## src/rtl/renkon_linebuf_pkg.sv

```systemverilog
// Shared renkon constants for the line buffer plus a frame-size range check.
package renkon_linebuf_pkg;

  localparam int unsigned RnkDwidth = 16;
  localparam int unsigned RnkLwidth = 10;
  localparam int unsigned RnkMaxw   = 32;

  // Window edge length; also the smallest legal image edge.
  localparam int unsigned WinK = 5;

  function automatic logic size_ok(input int unsigned s, input int unsigned maxw);
    return (s >= WinK) && (s <= maxw);
  endfunction

endpackage

```

## src/rtl/renkon_linebuf_row.sv

```systemverilog
// Single-row delay line: dout is the pixel pushed exactly `size` accepts earlier.
module renkon_linebuf_row
  import renkon_linebuf_pkg::*;
#(
  parameter int unsigned DWIDTH = RnkDwidth,
  parameter int unsigned LWIDTH = RnkLwidth,
  parameter int unsigned MAXW   = RnkMaxw
) (
  input  logic                     clk,
  input  logic                     xrst,
  input  logic                     clr,
  input  logic                     en,
  input  logic [LWIDTH-1:0]        size,
  input  logic signed [DWIDTH-1:0] din,
  output logic signed [DWIDTH-1:0] dout
);

  localparam int unsigned AW = $clog2(MAXW);

  logic signed [DWIDTH-1:0] mem [MAXW];
  logic [AW-1:0]            ptr_q, ptr_d;
  logic                     ptr_last;

  // Read-before-write at the same slot gives a delay of exactly `size` pushes.
  assign dout     = mem[ptr_q];
  assign ptr_last = (LWIDTH'(ptr_q) == size - LWIDTH'(1));

  always_comb begin
    ptr_d = ptr_q;
    if (clr) begin
      ptr_d = '0;
    end else if (en) begin
      ptr_d = ptr_last ? '0 : ptr_q + AW'(1);
    end
  end

  always_ff @(posedge clk) begin
    if (xrst) begin
      ptr_q <= '0;
    end else begin
      ptr_q <= ptr_d;
    end
  end

  always_ff @(posedge clk) begin
    if (en) begin
      mem[ptr_q] <= din;
    end
  end

endmodule

```

## src/rtl/renkon_linebuf.sv

```systemverilog
// Streaming 5x5 window generator: four row delay lines feed a 25-register window.
module renkon_linebuf
  import renkon_linebuf_pkg::*;
#(
  parameter int unsigned DWIDTH = RnkDwidth,
  parameter int unsigned LWIDTH = RnkLwidth,
  parameter int unsigned MAXW   = RnkMaxw
) (
  input  logic                     clk,
  input  logic                     xrst,
  input  logic                     buf_start,
  input  logic [LWIDTH-1:0]        img_size,
  input  logic                     in_en,
  input  logic signed [DWIDTH-1:0] pixel_in,
  output logic signed [DWIDTH-1:0] pixel_out0,
  output logic signed [DWIDTH-1:0] pixel_out1,
  output logic signed [DWIDTH-1:0] pixel_out2,
  output logic signed [DWIDTH-1:0] pixel_out3,
  output logic signed [DWIDTH-1:0] pixel_out4,
  output logic signed [DWIDTH-1:0] pixel_out5,
  output logic signed [DWIDTH-1:0] pixel_out6,
  output logic signed [DWIDTH-1:0] pixel_out7,
  output logic signed [DWIDTH-1:0] pixel_out8,
  output logic signed [DWIDTH-1:0] pixel_out9,
  output logic signed [DWIDTH-1:0] pixel_out10,
  output logic signed [DWIDTH-1:0] pixel_out11,
  output logic signed [DWIDTH-1:0] pixel_out12,
  output logic signed [DWIDTH-1:0] pixel_out13,
  output logic signed [DWIDTH-1:0] pixel_out14,
  output logic signed [DWIDTH-1:0] pixel_out15,
  output logic signed [DWIDTH-1:0] pixel_out16,
  output logic signed [DWIDTH-1:0] pixel_out17,
  output logic signed [DWIDTH-1:0] pixel_out18,
  output logic signed [DWIDTH-1:0] pixel_out19,
  output logic signed [DWIDTH-1:0] pixel_out20,
  output logic signed [DWIDTH-1:0] pixel_out21,
  output logic signed [DWIDTH-1:0] pixel_out22,
  output logic signed [DWIDTH-1:0] pixel_out23,
  output logic signed [DWIDTH-1:0] pixel_out24,
  output logic                     out_en,
  output logic                     busy,
  output logic                     done,
  output logic                     size_err
);

  typedef enum logic [0:0] {StIdle, StRun} state_e;

  state_e             state_q, state_d;
  logic [LWIDTH-1:0]  col_q, col_d;
  logic [LWIDTH-1:0]  row_q, row_d;
  logic [LWIDTH-1:0]  size_q, size_d;
  logic               out_en_q, out_en_d;
  logic               done_q, done_d;
  logic               err_q, err_d;
  logic               start_row;
  logic               accept;
  logic               last_col;
  logic               last_row;

  logic signed [DWIDTH-1:0] win_q   [25];
  logic signed [DWIDTH-1:0] row_in  [4];
  logic signed [DWIDTH-1:0] row_out [4];

  assign accept   = (state_q == StRun) && in_en;
  assign last_col = (col_q == size_q - LWIDTH'(1));
  assign last_row = (row_q == size_q - LWIDTH'(1));

  always_comb begin
    state_d   = state_q;
    col_d     = col_q;
    row_d     = row_q;
    size_d    = size_q;
    out_en_d  = 1'b0;
    done_d    = 1'b0;
    err_d     = 1'b0;
    start_row = 1'b0;
    unique case (state_q)
      StIdle: begin
        if (buf_start) begin
          if (size_ok(32'(img_size), MAXW)) begin
            state_d   = StRun;
            size_d    = img_size;
            col_d     = '0;
            row_d     = '0;
            start_row = 1'b1;
          end else begin
            err_d = 1'b1;
          end
        end
      end
      StRun: begin
        if (in_en) begin
          // A strobe needs four complete rows and four columns above/left of it.
          out_en_d = (row_q >= LWIDTH'(4)) && (col_q >= LWIDTH'(4));
          if (last_col) begin
            col_d = '0;
            row_d = row_q + LWIDTH'(1);
            if (last_row) begin
              state_d = StIdle;
              done_d  = 1'b1;
            end
          end else begin
            col_d = col_q + LWIDTH'(1);
          end
        end
      end
      default: state_d = StIdle;
    endcase
  end

  always_ff @(posedge clk) begin
    if (xrst) begin
      state_q  <= StIdle;
      col_q    <= '0;
      row_q    <= '0;
      size_q   <= '0;
      out_en_q <= 1'b0;
      done_q   <= 1'b0;
      err_q    <= 1'b0;
    end else begin
      state_q  <= state_d;
      col_q    <= col_d;
      row_q    <= row_d;
      size_q   <= size_d;
      out_en_q <= out_en_d;
      done_q   <= done_d;
      err_q    <= err_d;
    end
  end

  assign row_in[0] = pixel_in;

  for (genvar k = 0; k < 4; k++) begin : g_row
    if (k > 0) begin : g_chain
      assign row_in[k] = row_out[k-1];
    end
    renkon_linebuf_row #(
      .DWIDTH(DWIDTH),
      .LWIDTH(LWIDTH),
      .MAXW  (MAXW)
    ) u_row (
      .clk (clk),
      .xrst(xrst),
      .clr (start_row),
      .en  (accept),
      .size(size_q),
      .din (row_in[k]),
      .dout(row_out[k])
    );
  end

  // Window row 0 is the oldest image row, so it is fed by the deepest delay line.
  always_ff @(posedge clk) begin
    if (xrst) begin
      for (int k = 0; k < 25; k++) begin
        win_q[k] <= '0;
      end
    end else if (accept) begin
      for (int i = 0; i < 5; i++) begin
        for (int j = 0; j < 4; j++) begin
          win_q[5*i+j] <= win_q[5*i+j+1];
        end
      end
      for (int i = 0; i < 4; i++) begin
        win_q[5*i+4] <= row_out[3-i];
      end
      win_q[24] <= pixel_in;
    end
  end

  assign busy     = (state_q == StRun);
  assign out_en   = out_en_q;
  assign done     = done_q;
  assign size_err = err_q;

  assign pixel_out0  = win_q[0];
  assign pixel_out1  = win_q[1];
  assign pixel_out2  = win_q[2];
  assign pixel_out3  = win_q[3];
  assign pixel_out4  = win_q[4];
  assign pixel_out5  = win_q[5];
  assign pixel_out6  = win_q[6];
  assign pixel_out7  = win_q[7];
  assign pixel_out8  = win_q[8];
  assign pixel_out9  = win_q[9];
  assign pixel_out10 = win_q[10];
  assign pixel_out11 = win_q[11];
  assign pixel_out12 = win_q[12];
  assign pixel_out13 = win_q[13];
  assign pixel_out14 = win_q[14];
  assign pixel_out15 = win_q[15];
  assign pixel_out16 = win_q[16];
  assign pixel_out17 = win_q[17];
  assign pixel_out18 = win_q[18];
  assign pixel_out19 = win_q[19];
  assign pixel_out20 = win_q[20];
  assign pixel_out21 = win_q[21];
  assign pixel_out22 = win_q[22];
  assign pixel_out23 = win_q[23];
  assign pixel_out24 = win_q[24];

endmodule

```

## config.mk

```make
export PLATFORM = sky130hd
export DESIGN_NAME = renkon_linebuf
export DESIGN_NICKNAME = d
export VERILOG_FILES = /design/src/rtl/renkon_linebuf_pkg.sv /design/src/rtl/renkon_linebuf_row.sv /design/src/rtl/renkon_linebuf.sv
export SDC_FILE = /design/constraint.sdc
export NUM_CORES = 2
export LEC_CHECK = 0
export CAP_MARGIN = 20
export CORE_MARGIN = 1.5
export CORE_UTILIZATION = 54
export CTS_CLUSTER_SIZE = 20
export DETAILED_ROUTE_END_ITERATION = 16
export PLACE_DENSITY = 0.75
export SKIP_CTS_REPAIR_TIMING = 1
export SYNTH_ARGS = -nofsm -noshare
export SYNTH_HDL_FRONTEND = slang
export SYNTH_HIERARCHICAL = 1
export SYNTH_SLANG_ARGS = --single-unit
```

## constraint.sdc

```tcl
create_clock -name clk -period 14.7 [get_ports clk]
set_input_delay 2.94 -clock clk [delete_from_list [all_inputs] [get_ports clk]]
set_output_delay 2.94 -clock clk [all_outputs]
set_load 0.01 [all_outputs]
```

==> results.cfg <==
[sta]
worst_clock_skew_ns = 0.04451
rsz0062_at_grt = no
worst_pin_slew_ns = 1.197
final_hold_viol_count = 0
relSlewSlack_pct = 20.07
fin_crit_sh_pct = 36.82
fin_setup_tns_ns = 0
period_minus_slack_ns = 5.412
slew_viol_final = 0
max_freq_mhz = 184.8
whs_ns = 0.5219
setup_violations = 0

[power_and_ir_drop]
power_frac_comb_pct = 1.9
switching_power_mw = 2.780
leakage_nw = 35.29
vdd_drop_max_uv = 126.8
p_int_mw = 11.55
clockPowerShare_pct = 43.0
powerDensity_nw_per_um2 = 126.3
sw_frac_of_total_pct = 19.40
pwr-share-seq_pct = 55.1

[setup_path]
crit_arrival_ns = 6.12
crit_top_cell = buf_4
r2r_end = win_q[1][98]
ff2ff_path_depth = 6
crit_chain = clkdlybuf4s50_1 -> nand2_1 -> nor2_4 -> buf_4 -> buf_16 -> buf_4 -> and2_1
crit_fanout = 131
path_class = in2reg
cp_data_required_time_ns = 15.40
critPathCaptureType = flip-flop
startpoint_type = primary input
reg2reg_setup_slack_ns = 9.69
cp_top_family = buffers and inverters
cp_slowest_stage_delay_ns = 0.79
crit_buf_inv = 4
cp_slowest_cell = buf_4

[cells_and_area]
seqCellArea_sq_um = 75030
drive_gt1_share_pct = 24.82
fill_cells = 11572
nets = 5152
multi_input_area_sq_um = 21820
syn_to_final_growth_pct = 16.34

[global_route]
grt-ovfl-total = 0
grt_max_degree = 199
grt_pass1_vias = 46953
track_usage_pct = 23.40
antenna_found_initial = 16
grt_pass1_wl_microns = 316500

[clocking]
max-clock-path-buffers = 3
cts_root_buffer = clkbuf_16
cts_tree = yes
cts_buffers = 237
clk_latency_ns = 0.87
htreeDepth = 4
clkTransAtPathRegs_ns = 0.06
cts_num_sinks = 2522

[synthesis]
syn_nets = 4573
async_reset_ff_share_pct = 0
ys_seq_area_share_pct = 76.86
ys_top_cells_by_area = edfxtp_1, mux4_2, and2_1, dfxtp_1, nor2b_1
yosysWarnings = 6
avgSynthCellArea_sq_um = 21.60
post_synth_num_cell_types = 68
syn_area_sq_um = 97570
synth_top_flop_cell = edfxtp_1
ys_ff_latch = 2522
synth-edff-count = 2448
syn-instance-count = 4518
synth_top_area_share_pct = 75.34
synth_top_area_cell = edfxtp_1

[floorplan]
dieArea_sq_um = 183200
fp.coreArea_sq_um = 179000
num_io_pins = 434
initial_core_util_pct = 54.51
die_y_microns = 428.1
die_x_microns = 428.1
fp-row-count = 155

[min_path]
holdPathStages = 2
hold_path_class = reg2reg
holdCritStartpoint = row_q[1]
whs_endpoint = row_q[1]

[flow_run]
max_cap_violations = 0

[drt]
post_drt_wl_per_cell_microns = 28.14
ant_nets = 0
vias = 46867
wl_microns = 215500
avgViaCountPerCell = 6.120
drt_iter0_drc = 5375
route.detailed.drc = 0
dr.pass1.iters = 5

[placed_design]
dpl.hpwl_microns = 125500
gp_congestion = 0.8504
io_buffers = 433

[run_status]
status = complete, no violations
-- layout by cell type (no fill, tap or decap), types with 12 or more instances in the layout --
cell	synthesis	final
a21oi_1	38	38
and2_1	297	297
buf_4	9	116
buf_8	0	12
bufinv_16	0	28
clkbuf_1	151	44
clkbuf_16	0	245
clkdlybuf4s50_1	0	432
clkinv_1	0	47
clkinv_2	0	44
dfxtp_1	74	59
edfxtp_1	2448	2448
ha_1	25	25
inv_1	36	35
mux2_2	64	64
mux4_2	640	640
nand2_1	59	59
nand2b_1	33	32
nand3_1	34	34
nand3b_1	18	18
nor2_1	111	64
nor2_2	0	46
nor2b_1	121	121
nor3_1	75	31
nor3_2	0	44
or3_1	14	14
xnor2_1	28	28
xor2_1	29	29
-- Yosys cell counts, types with 9 or more instances --
master	number
a21oi_1	38
and2_1	297
and3_1	9
buf_1	22
buf_2	47
buf_4	9
clkbuf_1	151
dfxtp_1	74
edfxtp_1	2448
ha_1	25
inv_1	36
mux2_2	64
mux4_2	640
nand2_1	59
nand2b_1	33
nand3_1	34
nand3b_1	18
nand4_1	10
nor2_1	111
nor2b_1	121
nor3_1	75
nor3b_1	9
nor4_1	10
or3_1	14
xnor2_1	28
xor2_1	29
-- flip-flops by register name, indices dropped and copies added, names as in the netlist, named ones only --
signal	count
busy	1
col_q	10
done	1
g_row.u_row/mem	2048
g_row.u_row/ptr_q	20
out_en	1
row_q	10
size_err	1
size_q	10
win_q	400
-- worst register-to-register path: cells and delay by family (launching register included) --
| family | cells | cell delay, ns |
|---|---|---|
| buffers and inverters | 2 | 1.66 |
| flip-flops | 1 | 1.00 |
| multiplexers | 3 | 1.77 |
| AND/OR/NAND/NOR | 1 | 0.32 |
-- worst max path at each step --
stage                         to  cells past startpoint  slack (ns)  startpoint
finish              win_q[1][45]                      7        9.29       in_en
global route        win_q[1][35]                      7        9.04       in_en
CTS                 win_q[1][35]                      6        8.94       in_en
detailed placement  win_q[1][35]                      6        8.02       in_en
global placement    win_q[1][73]                      6        8.12       in_en
floorplan            win_q[0][0]                      4        0.56        xrst
-- stage by stage --
stage | setup WS (ns) | cells | util, % | instance area, sq um | power (mW)
finish | 9.288 | 7658 | 63.41 | 113500 | 14.33
global route | 9.042 | 7654 | 63.41 | 113500 | 14.70
CTS | 8.939 | 7633 | 63.19 | 113100 | 14.41
detailed placement | 8.021 | 7192 | 58.76 | 105200 | 8.313
global placement | 8.119 | 7192 | 58.76 | 105200 | 8.306
floorplan | 0.5634 | 4518 | - | 97570 | 8.162
-- power groups by stage --
| stage | Combinational [mW] | Sequential (mW) | Clock, mW |
|---|---|---|---|
| floorplan | 0.0700 | 8.09 | 0 |
| global placement | 0.254 | 8.05 | 0 |
| detailed placement | 0.259 | 8.05 | 0 |
| CTS | 0.260 | 7.90 | 6.25 |
| global route | 0.280 | 7.90 | 6.52 |
| finish | 0.267 | 7.90 | 6.17 |
-- routing by layer --
metal / share of wire, % / up-vias / GRT usage (%) / wire [microns]
li1: - / 19681 / - / -
met1: 38 / 24647 / 31.40 / 81740
met2: 51 / 2174 / 39.24 / 109500
met3: 8.0 / 353 / 4.141 / 17220
met4: 3.2 / 12 / 7.641 / 6944
met5: 0.032 / - / 0 / 69
-- cells by family after synthesis --
group                    Yosys count  synth area share [%]
AO/OA/AOI/OAI                    109                0.7707
XOR/XNOR                          58                0.5347
multiplexers                     707                 15.54
flip-flops                      2522                 76.86
adder cells (fa/ha/maj)           25                0.3206
buffers and inverters            268                 1.143
AND/OR/NAND/NOR                  829                 4.832
-- final cells by class --
cell class              count  area share, %
flip-flops and latches   2522          66.10
repair buffers            572          4.976
diodes                      4       0.008818
clock inverters           145          1.356
well taps                2355          2.596
multi-input cells        1728          19.23
inverters                  36         0.1190
clock buffers             296          5.621
(Power assumes the default switching activity.)
